## src/rtl/gate_delay_pipe_if.sv

```systemverilog
// Bundle of the gate_delay_pipe data ports: operands, counter clear, the gate
// outputs and the hazard observation signals.
interface gate_delay_pipe_if #(
    parameter int WIDTH = 4,
    parameter int CNT_W = 8
);
    logic [WIDTH-1:0] A;
    logic [WIDTH-1:0] B;
    logic             cnt_clr;
    logic [WIDTH-1:0] D;
    logic [WIDTH-1:0] E;
    logic             hazard;
    logic [CNT_W-1:0] hazard_cnt;

    modport master (
        output A,
        output B,
        output cnt_clr,
        input  D,
        input  E,
        input  hazard,
        input  hazard_cnt
    );

    modport slave (
        input  A,
        input  B,
        input  cnt_clr,
        output D,
        output E,
        output hazard,
        output hazard_cnt
    );
endinterface

```

## src/rtl/gate_delay_pipe.sv

```systemverilog
// Clocked AND -> NOT -> OR hazard structure: each gate delay is a flop chain,
// replicated per bit-channel, with a static-1 hazard detector and onset counter.
module gate_delay_pipe #(
    parameter int WIDTH   = 4,
    parameter int AND_LAT = 3,
    parameter int NOT_LAT = 2,
    parameter int OR_LAT  = 1,
    parameter int CNT_W   = 8
) (
    input logic               clk,
    input logic               rst_n,
    gate_delay_pipe_if.slave  bus
);

    localparam logic [CNT_W-1:0] CNT_MAX  = {CNT_W{1'b1}};
    localparam logic [CNT_W-1:0] CNT_ZERO = {CNT_W{1'b0}};
    localparam logic [CNT_W-1:0] CNT_ONE  = CNT_W'(1);
    localparam logic [WIDTH-1:0] ONES     = {WIDTH{1'b1}};
    localparam logic [WIDTH-1:0] ZEROS    = {WIDTH{1'b0}};

    logic [WIDTH-1:0] and_r [AND_LAT];
    logic [WIDTH-1:0] not_r [NOT_LAT];
    logic [WIDTH-1:0] or_r  [OR_LAT];

    logic [WIDTH-1:0] w1_s;
    logic [WIDTH-1:0] e_s;
    logic [WIDTH-1:0] d_s;
    logic [WIDTH-1:0] d_next_s;
    logic             onset_s;
    logic [CNT_W-1:0] cnt_r;
    logic [CNT_W-1:0] cnt_next_s;

    function automatic logic all_ones(input logic [WIDTH-1:0] v);
        return &v;
    endfunction

    assign w1_s = and_r[AND_LAT-1];
    assign e_s  = not_r[NOT_LAT-1];
    assign d_s  = or_r[OR_LAT-1];

    // AND gate delay line; reset mirrors A=B=0 applied forever.
    always_ff @(posedge clk or negedge rst_n) begin
        if (!rst_n) begin
            for (int i = 0; i < AND_LAT; i++) begin
                and_r[i] <= ZEROS;
            end
        end else begin
            and_r[0] <= bus.A & bus.B;
            for (int i = 1; i < AND_LAT; i++) begin
                and_r[i] <= and_r[i-1];
            end
        end
    end

    // NOT gate delay line; its output idles high because w1 idles low.
    always_ff @(posedge clk or negedge rst_n) begin
        if (!rst_n) begin
            for (int i = 0; i < NOT_LAT; i++) begin
                not_r[i] <= ONES;
            end
        end else begin
            not_r[0] <= ~w1_s;
            for (int i = 1; i < NOT_LAT; i++) begin
                not_r[i] <= not_r[i-1];
            end
        end
    end

    // OR gate delay line; both OR inputs are sampled in the same cycle.
    always_ff @(posedge clk or negedge rst_n) begin
        if (!rst_n) begin
            for (int i = 0; i < OR_LAT; i++) begin
                or_r[i] <= ONES;
            end
        end else begin
            or_r[0] <= w1_s | e_s;
            for (int i = 1; i < OR_LAT; i++) begin
                or_r[i] <= or_r[i-1];
            end
        end
    end

    // The value D will take at the coming edge, so an onset is counted on the
    // same edge that D leaves all-ones.
    generate
        if (OR_LAT == 1) begin : g_dnext_direct
            assign d_next_s = w1_s | e_s;
        end else begin : g_dnext_chain
            assign d_next_s = or_r[OR_LAT-2];
        end
    endgenerate

    // Onset detection and saturating count; clear overrides a coincident onset.
    always_comb begin
        onset_s    = all_ones(d_s) & ~all_ones(d_next_s);
        cnt_next_s = cnt_r;
        if (bus.cnt_clr) begin
            cnt_next_s = CNT_ZERO;
        end else if (onset_s && (cnt_r != CNT_MAX)) begin
            cnt_next_s = cnt_r + CNT_ONE;
        end else begin
            cnt_next_s = cnt_r;
        end
    end

    // Hazard counter register.
    always_ff @(posedge clk or negedge rst_n) begin
        if (!rst_n) begin
            cnt_r <= CNT_ZERO;
        end else begin
            cnt_r <= cnt_next_s;
        end
    end

    assign bus.D          = d_s;
    assign bus.E          = e_s;
    assign bus.hazard     = ~all_ones(d_s);
    assign bus.hazard_cnt = cnt_r;

endmodule

```

## src/flat_wrapper.sv

```systemverilog
// flat-port wrapper written by rule: the top's interface ports become plain ports
module gate_delay_pipe_flat 
#(
    parameter int WIDTH   = 4,
    parameter int AND_LAT = 3,
    parameter int NOT_LAT = 2,
    parameter int OR_LAT  = 1,
    parameter int CNT_W   = 8
)
  (clk, rst_n, bus_A, bus_B, bus_cnt_clr, bus_D, bus_E, bus_hazard, bus_hazard_cnt);
  gate_delay_pipe_if #(.WIDTH(WIDTH), .CNT_W(CNT_W)) bus_i ();
  input logic clk;
  input logic rst_n;
  input wire logic [$bits(bus_i.A)-1:0] bus_A;
  input wire logic [$bits(bus_i.B)-1:0] bus_B;
  input wire logic [$bits(bus_i.cnt_clr)-1:0] bus_cnt_clr;
  output wire logic [$bits(bus_i.D)-1:0] bus_D;
  output wire logic [$bits(bus_i.E)-1:0] bus_E;
  output wire logic [$bits(bus_i.hazard)-1:0] bus_hazard;
  output wire logic [$bits(bus_i.hazard_cnt)-1:0] bus_hazard_cnt;
  assign bus_i.A = bus_A;
  assign bus_i.B = bus_B;
  assign bus_i.cnt_clr = bus_cnt_clr;
  assign bus_D = bus_i.D;
  assign bus_E = bus_i.E;
  assign bus_hazard = bus_i.hazard;
  assign bus_hazard_cnt = bus_i.hazard_cnt;
  gate_delay_pipe #(.WIDTH(WIDTH), .AND_LAT(AND_LAT), .NOT_LAT(NOT_LAT), .OR_LAT(OR_LAT), .CNT_W(CNT_W)) u_core (.clk(clk), .rst_n(rst_n), .bus(bus_i));
endmodule
```

## config.mk

```make
export PLATFORM = sky130hd
export DESIGN_NAME = gate_delay_pipe_flat
export DESIGN_NICKNAME = d
export VERILOG_FILES = /design/src/rtl/gate_delay_pipe_if.sv /design/src/rtl/gate_delay_pipe.sv /design/src/flat_wrapper.sv
export SDC_FILE = /design/constraint.sdc
export NUM_CORES = 1
export LEC_CHECK = 0
export BUFFER_PORTS_ARGS = -buffer_cell sky130_fd_sc_hd__buf_2
export CAP_MARGIN = 10
export CORE_UTILIZATION = 51
export CTS_BUF_LIST = sky130_fd_sc_hd__clkbuf_16
export DETAILED_ROUTE_END_ITERATION = 12
export GPL_TIMING_DRIVEN = 0
export HOLD_SLACK_MARGIN = 0.06
export PLACE_DENSITY = 0.86
export SKIP_LAST_GASP = 1
export SLEW_MARGIN = 20
export SYNTH_ARGS = -nofsm -noshare
export SYNTH_HDL_FRONTEND = slang
export SYNTH_SLANG_ARGS = --single-unit
```

## constraint.sdc

```tcl
create_clock -name clk -period 2.5 [get_ports clk]
set_clock_uncertainty 0.1 [all_clocks]
set_input_delay 0.5 -clock clk [delete_from_list [all_inputs] [get_ports clk]]
set_output_delay 0.5 -clock clk [all_outputs]
set_load 0.05 [all_outputs]
```

Yosys cells after proc, flatten, opt, wreduce, memory -nomap -nowiden
Cells that the tools add are included.
W data, S select, Z words.
{ "totals": {"reg_bits": 32, "out_inout_bits": 17} }
{ "classes": {"n_reduce_logical": 4, "n_addsub": 1, "eq_ne": 1, "muxes": 2, "n_bitwise": 6} }
{ "ops": {"columns": ["cell", "n"], "rows": [
  ["$mux W8", 2],
  ["$add A8 B1 Y8 const B", 1],
  ["$ne A8 B8 Y1 const B", 1],
  ["$reduce_and A4 Y1", 2],
  ["$and A4 B4 Y4", 1],
  ["$not A4 Y4", 1],
  ["$or A4 B4 Y4", 1],
  ["$not A1 Y1", 2],
  ["$reduce_bool A2 Y1", 1],
  ["$and A1 B1 Y1", 1],
  ["$logic_and A1 B1 Y1", 1]
]} }

Logic depth before layout (Yosys ltp)
Gate-level depths: netlist of run 1.
{ "depth": {"depth_word": 7, "depth_mapped": 6} }

Worst setup path before layout of run 1
OpenSTA, ideal clock, no wires.
{ "synth_timing": {"kind": "flip-flop to flip-flop", "startpoint": "register u_core.or_r, in the netlist u_core.bus.D[0]", "endpoint": "register u_core.cnt_r[4] (netlist: u_core.bus.hazard_cnt[4])", "arrival_time_ns": 1.799, "path_slack_ns": 0.473, "stages_incl_launch_ff": 6, "n_path_buf": 1, "cell_sequence": "dfstp_2 and4_1 o41ai_4 buf_6 nor4b_2 mux2_1"} }
{ "synth_via": {"elab_chain_cells": 4} }
{ "synth_lines": {"columns": ["item", "line", "source"], "rows": [
  ["start: declaration", "gate_delay_pipe.sv:23", "logic [WIDTH-1:0] or_r [OR_LAT];"],
  ["start signal: indexed assignment", "gate_delay_pipe.sv:78", "or_r[i] <= or_r[i-1];"],
  ["$reduce_and A4 Y1", "gate_delay_pipe.sv:34", "return &v;"],
  ["$and A1 B1 Y1", "gate_delay_pipe.sv:95", "onset_s = all_ones(d_s) & ~all_ones(d_next_s);"],
  ["$logic_and A1 B1 Y1", "gate_delay_pipe.sv:99", "end else if (onset_s && (cnt_r != CNT_MAX)) begin"],
  ["$reduce_bool A2 Y1 (no source line)", null, null],
  ["end signal: assignment", "gate_delay_pipe.sv:111", "cnt_r <= cnt_next_s;"],
  ["end: declaration", "gate_delay_pipe.sv:30", "logic [CNT_W-1:0] cnt_r;"]
]} }
No other way between the ends.
A chain may end at the register's enable or synchronous reset.

Worst setup path after layout of run 1
{ "layout_timing": {"startpoint": "register u_core.or_r, in the netlist u_core.bus.D[2]", "endpoint": "register u_core.cnt_r[4] (netlist: u_core.bus.hazard_cnt[4])"} }
The elaborated chain is that of the path after synthesis.

==> flow_summary.yaml, run 1 <==
place:
  placed_area_mm2: 0.00138
  dp_hpwl_um: 1520
  dp.cells: 147
  numPortBuffers: 26
  gp_congestion: 0.875
global_routing:
  grt_pass1_vias: 835
  grt_usage: 0.216
  grt_max_degree: 33
  grt_first_pass_wirelength_um: 3730
  overflow: 0
  antenna_found_initial: 0
finish:
  n_antenna_cell: 0
  final_common_cell: "buf_2"
  num-fill-cells: 169
  nets: 138
  register_area_um2: 816
  drive_gt1_frac: 0.409
  design_area_mm2: 0.00152
  multi_input_area_um2: 315
  syn_to_final_growth_pct: 24.8
  most-common-layout-cells: "buf_2, dfrtp_1, dfstp_2"
  layout.cells.non_filler: 155
  utilization: 0.678
cts:
  post_cts_buffers: 0
  cts_buffer_depth: 2
  clkLatencyLatePin_ps: 270
  cts_sinks: 32
  cts_root_buffer: "clkbuf_16"
  cts_buffers: 5
  cts_max_level: 2
  ctsResizeCount: 0
  cts_tree: "yes"
  cts_hold_buf: 0
  clkTransAtPathRegs_ps: 50
worst_setup_path:
  rr_worst_depth: 5
  critical_path_class: "reg -> reg"
  r2r_slack_ps: 540
  crit_end: "u_core.bus.hazard_cnt[4]$_DFFE_PN0P_"
  crit_path_end_kind: "flop"
  r2r_start: "u_core.bus.D[2]$_DFF_PN1_"
  crit-reg2reg-capture: "u_core.bus.hazard_cnt[4]$_DFFE_PN0P_"
  worstPathRequired_ps: 2550
  cp-startpoint: "u_core.bus.D[2]$_DFF_PN1_"
  critPathLaunchType: "flop"
  critPathArrivalTime_ps: 2010
  critPathMaxFanout: 10
sta:
  slew_headroom: 0.559
  finalHoldViolCount: 0
  rsz0062_at_grt: "no"
  fmax_mhz: 510
  tightestPinTransition_ps: 662
  timing.setup.tns_ps: 0
  period_share: 0.784
  slew_viol_final: 0
  fin_crit_ps: 1960
  setup_violations: 0
  hold_slack_ps: 164
drt:
  dr.pass1.iters: 4
  wl_um: 2220
  drt_iter0_drc: 18
  wl_per_cell_um: 14.3
  vias_per_cell: 5.25
  drc: 0
  antenna_left: 0
  vias: 814
run_status:
  status: "completed"
synth:
  synth.cell_area_mm2: 0.00121
  ys_ff_latch: 32
  synthesis.nets: 105
  netlist.area_leader.share: 0.412
  ys_top_cells_by_area: "dfrtp_1, dfstp_2, inv_1"
  synth_compound_area_frac: 0.0825
  synthXorXnorAreaFrac: 0
  synth_top_family_by_area: "simple AND/OR/NAND/NOR gates"
  yosysUniqueCellTypes: 29
  syn_avg_cell_area_um2: 13.1
  synth.largest_area_cell: "dfrtp_1"
  synth_mux_area_frac: 0.0186
  synth-simple-area-share: 0.148
  yosysSeqAreaShare: 0.672
  synthAdderAreaFrac: 0.0103
  synth_warnings: 0
  synth_cells: 93
power_and_ir_drop:
  p_per_area_mw_per_mm2: 805
  p_leak_uw: 0.000703
  peakVddDrop_uv: 685
floorplan:
  start_util: 0.543
  core_area_mm2: 0.00223
  ios: 28
  die_w_um: 50.8
  dieArea_mm2: 0.00258
  rows: 17
  die_h_um: 50.8
run:
  max_cap_viol_count: 0
min_path:
  hold_class: "in -> async"
-- per-stage QoR --
stage | worst slack [ps] | power (uW)
after floorplan | 473 | 642
after detailed placement | 536 | 678
after global placement | 599 | 671
after CTS | 528 | 1230
final | 540 | 1220
after global routing | 468 | 1270
-- layout make-up --
class / instances / area share
sequential: 32 / 0.538
inverter: 9 / 0.0223
clock buffer: 5 / 0.0826
buffer: 7 / 0.0322
tap: 28 / 0.0231
multi-input combinational: 45 / 0.208
timing repair buffer: 26 / 0.0859
clock inverter: 3 / 0.00743
-- how the worst min path moves through the flow --
stage	start	to	slack [ps]	depth (start not counted)
global placement	u_core.and_r[5]$_DFF_PN0_	u_core.w1_s[1]$_DFF_PN0_	230	0
global route	rst_n	u_core.w1_s[1]$_DFF_PN0_	210	1
detailed placement	u_core.and_r[4]$_DFF_PN0_	u_core.w1_s[0]$_DFF_PN0_	240	0
floorplan	rst_n	u_core.and_r[10]$_DFF_PN0_	100	0
CTS	rst_n	u_core.w1_s[1]$_DFF_PN0_	180	1
finish	rst_n	u_core.and_r[5]$_DFF_PN0_	160	1
-- power by group --
| part | switching (uW) | internal [uW] |
|---|---|---|
| registers | 12.1 | 549 |
| clock network | 193 | 356 |
| logic | 76.8 | 31.6 |
| total | 282 | 937 |
-- Yosys cell counts --
| cell type | number |
|---|---|
| mux2_2 | 1 |
| or3_1 | 1 |
| o31ai_1 | 2 |
| or4_1 | 4 |
| nand3_2 | 1 |
| o41ai_1 | 2 |
| and2_1 | 4 |
| or3b_1 | 1 |
| or2_0 | 1 |
| inv_1 | 9 |
| a21oi_1 | 6 |
| buf_4 | 4 |
| nand4_1 | 1 |
| dfrtp_1 | 20 |
| nor2b_1 | 2 |
| nand3_1 | 2 |
| and4_1 | 1 |
| nor3b_1 | 1 |
| nor4b_2 | 1 |
| ha_1 | 1 |
| nor2_1 | 7 |
| buf_6 | 1 |
| o41ai_4 | 1 |
| clkbuf_1 | 1 |
| buf_1 | 1 |
| nand2_1 | 2 |
| mux2_1 | 1 |
| dfstp_2 | 12 |
| o21ai_0 | 2 |
-- registers in the layout, indices dropped and copies added (netlist names) --
register and flops:
u_core.not_r 4, u_core.bus.E 4, u_core.w1_s 4, u_core.bus.hazard_cnt 8, u_core.and_r 8, u_core.bus.D 4
-- metal layers --
| metal | global-route usage | share of wire |
|---|---|---|
| met5 | 0 | 0 |
| met4 | 0.148 | 0.029 |
| met3 | 0.0848 | 0.044 |
| met2 | 0.364 | 0.56 |
| met1 | 0.217 | 0.37 |
-- kinds of logic after synthesis --
logic type                 count (synthesis)
DFF                                       32
and+or+nand+nor                           29
buffers and inverters                     16
AOI/OAI and AO/OA                         13
muxes                                      2
adders and majority gates                  1
-- worst max-delay path, cell delays in order, from the launching register on --
cell     delay, ps
dfstp_2        520
and4_1         280
o41ai_4        130
buf_6          170
nor4b_2        300
mux2_1         340
(Power assumes the default switching activity.)
==> inputs of run 2 (changes only) <==
--- a/config.mk
+++ b/config.mk
@@ -5,14 +5,15 @@
 export SDC_FILE = /design/constraint.sdc
 export NUM_CORES = 1
 export LEC_CHECK = 0
+export ABC_AREA = 1
 export BUFFER_PORTS_ARGS = -buffer_cell sky130_fd_sc_hd__buf_2
 export CAP_MARGIN = 10
-export CORE_UTILIZATION = 51
+export CORE_UTILIZATION = 47
 export CTS_BUF_LIST = sky130_fd_sc_hd__clkbuf_16
 export DETAILED_ROUTE_END_ITERATION = 12
 export GPL_TIMING_DRIVEN = 0
 export HOLD_SLACK_MARGIN = 0.06
-export PLACE_DENSITY = 0.86
+export PLACE_DENSITY = 0.83
 export SKIP_LAST_GASP = 1
 export SLEW_MARGIN = 20
 export SYNTH_ARGS = -nofsm -noshare
==> constraint.sdc (replaced) <==
create_clock -name clk -period 1.7 [get_ports clk]
set_clock_uncertainty 0.1 [all_clocks]
set_input_delay 0.34 -clock clk [delete_from_list [all_inputs] [get_ports clk]]
set_output_delay 0.34 -clock clk [all_outputs]
set_load 0.05 [all_outputs]
==> run 2 against run 1 <==
Combinational power is 130% higher. Worst setup slack worse by 490 ps. Critical path depth decreased by 1. Synthesized cell count is 44% higher. Sequential share of layout area down 5.0 points. Critical path type is now reg -> out. Non-clock buffer count is 2 higher. Highest routed layer unchanged. Power rose by 72%. Clock power grew 82%. Final cell count is 30% higher. Synthesized area is 7.3% higher.
==> flow_summary.yaml, run 2 <==
floorplan:
  dieArea_mm2: 0.00299
  ios: 28
  rows: 18
  die_w_um: 54.6
  core_area_mm2: 0.00254
  die_h_um: 54.6
  start_util: 0.512
synth:
  synth_mux_area_frac: 0
  syn_avg_cell_area_um2: 9.72
  synth_warnings: 0
  yosysMostFrequentCell: "nand2_1"
  synth_top_family_by_area: "simple AND/OR/NAND/NOR gates"
  yosysUniqueCellTypes: 18
  synth_flop_cell: "dfrtp_1"
  synth-simple-area-share: 0.263
  yosysSeqAreaShare: 0.626
  synth_compound_area_frac: 0.0154
  synthAdderAreaFrac: 0.00961
  synth.cell_area_mm2: 0.00130
  synth_cells: 134
  synth_async_sr_flop_share: 1.00
  netlist.area_leader.share: 0.384
  synth_edf_count: 0
  synthTopCellsByCount: "nand2_1, dfrtp_1, nor2_1"
  ys_ff_latch: 32
  synthXorXnorAreaFrac: 0.00672
  ys_top_cells_by_area: "dfrtp_1, dfstp_2, nand2_1"
  synthesis.nets: 146
  synth.largest_area_cell: "dfrtp_1"
place:
  dp.cells: 191
  dp_hpwl_um: 1600
  numPortBuffers: 27
  gp_congestion: 0.835
cts:
  cts_sinks: 32
  cts_buffer_depth: 2
  clkTransAtPathRegs_ps: 50
  cts_root_buffer: "clkbuf_16"
  cts_buffers: 5
  clkLatencyLatePin_ps: 280
  cts_max_level: 2
  cts_tree: "yes"
drt:
  antenna_left: 0
  wl_per_cell_um: 11.9
  wl_um: 2400
  drt_iter0_drc: 14
  drc: 0
  vias_per_cell: 4.65
  vias: 940
  dr.pass1.iters: 4
power_and_ir_drop:
  peakVddDrop_uv: 1360
  total_power_uw: 2090
  p_leak_uw: 0.000858
  p_per_area_mw_per_mm2: 1250
worst_setup_path:
  path_delay_family: "flip-flops"
  max_stage_delay_ps: 520
  cp-startpoint: "u_core.bus.D[0]$_DFF_PN1_"
  r2r_start: "u_core.bus.hazard_cnt[0]$_DFFE_PN0P_"
  cpMaxStageDelayCell: "dfstp_2"
  crit_chain: "nand2_1 -> nor2_2 -> inv_1 -> buf_4"
  critPathArrivalTime_ps: 1210
  crit_path_end_kind: "output pin"
  critical_path_class: "reg -> out"
  critPathMaxFanout: 2
  cp_num_buf_inv: 2
  critPathLaunchType: "flop"
  worstPathRequired_ps: 1260
global_routing:
  grt_most_used_layer: "met2"
  grt_use_met3: 0.0833
  overflow: 0
  gr-usage-met2: 0.303
  grt_max_degree: 33
  grt_usage: 0.182
  grt_pass1_vias: 825
  antenna_found_initial: 0
  grt_use_met1: 0.209
  grt_first_pass_wirelength_um: 3620
finish:
  final_common_cell: "nand2_1"
  num-fill-cells: 191
  utilization: 0.658
  syn_to_final_growth_pct: 28.6
  n_antenna_cell: 0
  layout.cells.non_filler: 202
  most-common-layout-cells: "nand2_1, buf_2, dfrtp_1"
  drive_gt1_frac: 0.401
  nets: 183
sta:
  tightestPinTransition_ps: 682
  fmax_mhz: 606
  slew_headroom: 0.545
  period_share: 0.970
  setup_violations: 0
  fin_crit_ps: 1650
  slew_viol_final: 0
  finalHoldViolCount: 0
min_path:
  min_from: "bus_B[1]"
  hold_class: "in -> reg"
run_status:
  status: "completed"
run:
  max_cap_viol_count: 0
run 2: final timing paths:
path                       depth (start not counted)                                    to  slack, ps
max                                                4                            bus_hazard         50
min                                                3             u_core.and_r[9]$_DFF_PN0_        150
max reg2reg                                        8  u_core.bus.hazard_cnt[3]$_DFFE_PN0P_        150
min reg2reg                                        0              u_core.w1_s[0]$_DFF_PN0_        240
max in group asynchronous                          2  u_core.bus.hazard_cnt[0]$_DFFE_PN0P_        480
min in group asynchronous                          2              u_core.w1_s[1]$_DFF_PN0_        540
run 2: cell type report:
cell class,instances,area [um^2],area share
tap,30,37.5,0.0224
inverter,18,67.6,0.0403
clock buffer,5,125,0.0747
multi-input combinational,79,387,0.231
clock inverter,3,42.5,0.0254
buffer,5,35.0,0.0209
timing repair buffer,30,163,0.0971
sequential,32,818,0.488
run 2: worst register-to-register path: stages, from the launching register on:
cell and delay [ps]:
dfrtp_2 400, ha_1 220, nand2_2 100, nor2_4 120
nand2_2 80, nand3_4 150, nand2_4 110, nand2_1 100
nand2_1 60
run 2: report_power, final:
part / internal (uW) / switching [uW] / total [uW]
Clock: 687 / 314 / 1000
Sequential: 818 / 29.4 / 847
Combinational: 69.0 / 175 / 244
run 2: kinds of logic (layout without fill, tap and decap cells):
logic type,after synthesis,count (layout)
xor gates and xnor gates,1,1
DFF,32,32
buffers and inverters,23,61
adders and majority gates,1,1
AOI/OAI and AO/OA,3,3
and+or+nand+nor,74,74
run 2: through the flow:
step | TNS [ps] | cell area, um^2 | hold WS, ps | setup slack (ps)
floorplan | 0 | 1310 | -55.6 | 44.9
global placement | 0 | 1480 | 232 | 226
detailed placement | 0 | 1480 | 236 | 182
CTS | 0 | 1670 | 145 | 64.6
global route | -9.48 | 1680 | 157 | -9.48
finish | 0 | 1680 | 146 | 50.9
run 2: timing repair:
item                                    4_1_cts  5_1_grt
setup buffers                                 1        1
gates resized for setup                       2        0
hold endpoints to repair                     20        0
pin swaps                                     1        1
endpoints found under the setup margin        1        1
hold buffers                                  1        0
run 2: layer usage:
layer | routed length (um) | vias up
li1 | - | 472
met1 | 1020 | 444
met2 | 1250 | 21
met3 | 113 | 3
met4 | 25 | 0
met5 | 0 | -
==> inputs of run 3 (changes only) <==
--- a/config.mk
+++ b/config.mk
@@ -13,6 +13,7 @@
 export DETAILED_ROUTE_END_ITERATION = 12
 export GPL_TIMING_DRIVEN = 0
 export HOLD_SLACK_MARGIN = 0.06
+export MAX_ROUTING_LAYER = met4
 export PLACE_DENSITY = 0.83
 export SKIP_LAST_GASP = 1
 export SLEW_MARGIN = 20
==> run 3 against run 2 <==
Die area is the same. Largest power group unchanged. Cell area barely moved. Largest cell class unchanged. Sequential power about the same. Final cell count fell by 0.50%. Critical endpoint unchanged. Clock power about the same.
==> flow_summary.yaml, run 3 (synthesis results as in run 2) <==
sta:
  tightestPinTransition_ps: 657
  fin_crit_ps: 1620
  rsz0062_at_grt: "no"
  timing.setup.tns_ps: 0
  period_share: 0.951
  fmax_mhz: 619
  slew_headroom: 0.562
  finalHoldViolCount: 0
  setup_ws_ps: 84.1
  slew_viol_final: 0
  setup_violations: 0
cts:
  cts_buffer_depth: 2
  cts_sinks: 32
  cts_root_buffer: "clkbuf_16"
  cts_buffers: 5
  clkLatencyLatePin_ps: 270
  clkTransAtPathRegs_ps: 50
  cts_tree: "yes"
  cts_max_level: 2
floorplan:
  rows: 18
  core_area_mm2: 0.00254
  die_w_um: 54.6
  ios: 28
  dieArea_mm2: 0.00299
  start_util: 0.512
  die_h_um: 54.6
finish:
  syn_to_final_growth_pct: 28.7
  design_area_mm2: 0.00168
  drive_gt1_frac: 0.398
  n_antenna_cell: 0
  final_common_cell: "nand2_1"
  nets: 182
  layout.cells.non_filler: 201
  most-common-layout-cells: "nand2_1, buf_2, dfrtp_1"
global_routing:
  grt_usage: 0.192
  overflow: 0
  grt_pass1_vias: 847
  grt_first_pass_wirelength_um: 3580
  antenna_found_initial: 0
  grt_max_degree: 33
worst_setup_path:
  worstPathRequired_ps: 1260
  critical_path_class: "reg -> out"
  critPathArrivalTime_ps: 1180
  crit_path_end_kind: "output pin"
  critPathLaunchType: "flop"
  critPathMaxFanout: 2
run_status:
  status: "completed"
drt:
  antenna_left: 0
  wl_um: 2290
  drc: 0
  vias_per_cell: 4.67
  dr.pass1.iters: 4
  drt_iter0_drc: 11
  vias: 938
  wl_per_cell_um: 11.4
power_and_ir_drop:
  netSwitchingFraction: 0.244
  p_sw_uw: 507
  p_per_area_mw_per_mm2: 1240
  seqPwrFrac: 0.408
  peakVddDrop_uv: 1050
  pwr-share-comb: 0.118
  internal_power_uw: 1570
  p_leak_uw: 0.000855
  clkPwrFrac: 0.474
run:
  max_cap_viol_count: 0
place:
  numPortBuffers: 27
  dp_hpwl_um: 1610
  placed_area_mm2: 0.00148
  gp_congestion: 0.821
  preCtsSetupSlack_ps: 176
  dp.cells: 191
min_path:
  hold_class: "in -> reg"
==> run 3: changes by cell type in the layout (fill, tap and decap cells not counted), sizes merged <==
| cell | delta |
|---|---|
| buf | -1 |
==> run 3: path summary, 6_finish.rpt <==
path | from | end | slack, ps | cells past startpoint
setup / recovery | u_core.bus.D[0]$_DFF_PN1_ | bus_hazard | 80 | 4
hold / removal | bus_B[2] | u_core.and_r[10]$_DFF_PN0_ | 150 | 3
setup reg to reg | u_core.bus.hazard_cnt[0]$_DFFE_PN0P_ | u_core.bus.hazard_cnt[1]$_DFFE_PN0P_ | 180 | 8
hold reg to reg | u_core.and_r[5]$_DFF_PN0_ | u_core.w1_s[1]$_DFF_PN0_ | 240 | 0
max in group asynchronous | rst_n | u_core.bus.hazard_cnt[1]$_DFFE_PN0P_ | 500 | 2
min in group asynchronous | rst_n | u_core.and_r[6]$_DFF_PN0_ | 540 | 2
==> run 3: area by class of cell <==
cell class / instances / area [um^2]
timing repair buffer: 29 / 159
inverter: 18 / 67.6
buffer: 5 / 35.0
clock buffer: 5 / 125
tap: 30 / 37.5
fill: 207 / 868
sequential: 32 / 818
clock inverter: 3 / 42.5
multi-input combinational: 79 / 392
==> run 3: what timing repair did <==
item	4_1_cts	5_1_grt
buffers inserted	0	1
gates cloned	0	0
hold buffers	1	0
resized for setup	3	1
endpoints found under the hold margin	20	0
pin swaps	1	1
endpoints found under the setup margin	1	1
==> run 3: per-layer routing <==
layer,share of wire,global-route usage,routed length [um]
met4,0.014,0.103,31
met1,0.39,0.178,886
met5,0,-,0
met3,0.046,0.0750,106
met2,0.55,0.333,1260
==> run 3: power groups by stage <==
stage / registers (uW) / logic, uW / clock network [uW]
floorplan: 917 / 104 / 0
global placement: 855 / 225 / 0
detailed placement: 860 / 237 / 0
CTS: 849 / 245 / 1000
global route: 853 / 270 / 1040
finish: 849 / 246 / 986
==> run 3: through the flow <==
stage,hold slack (ps),utilization,power [uW]
floorplan,-55.6,-,1020
global placement,232,0.581,1080
detailed placement,235,0.581,1100
CTS,151,0.654,2100
global route,163,0.659,2160
finish,153,0.659,2080
==> run 3: critical path: stages (launching register included) <==
cell and delay [ps]:
dfstp_2 520, nand2_1 80, nor2_4 110, inv_1 50, buf_6 140
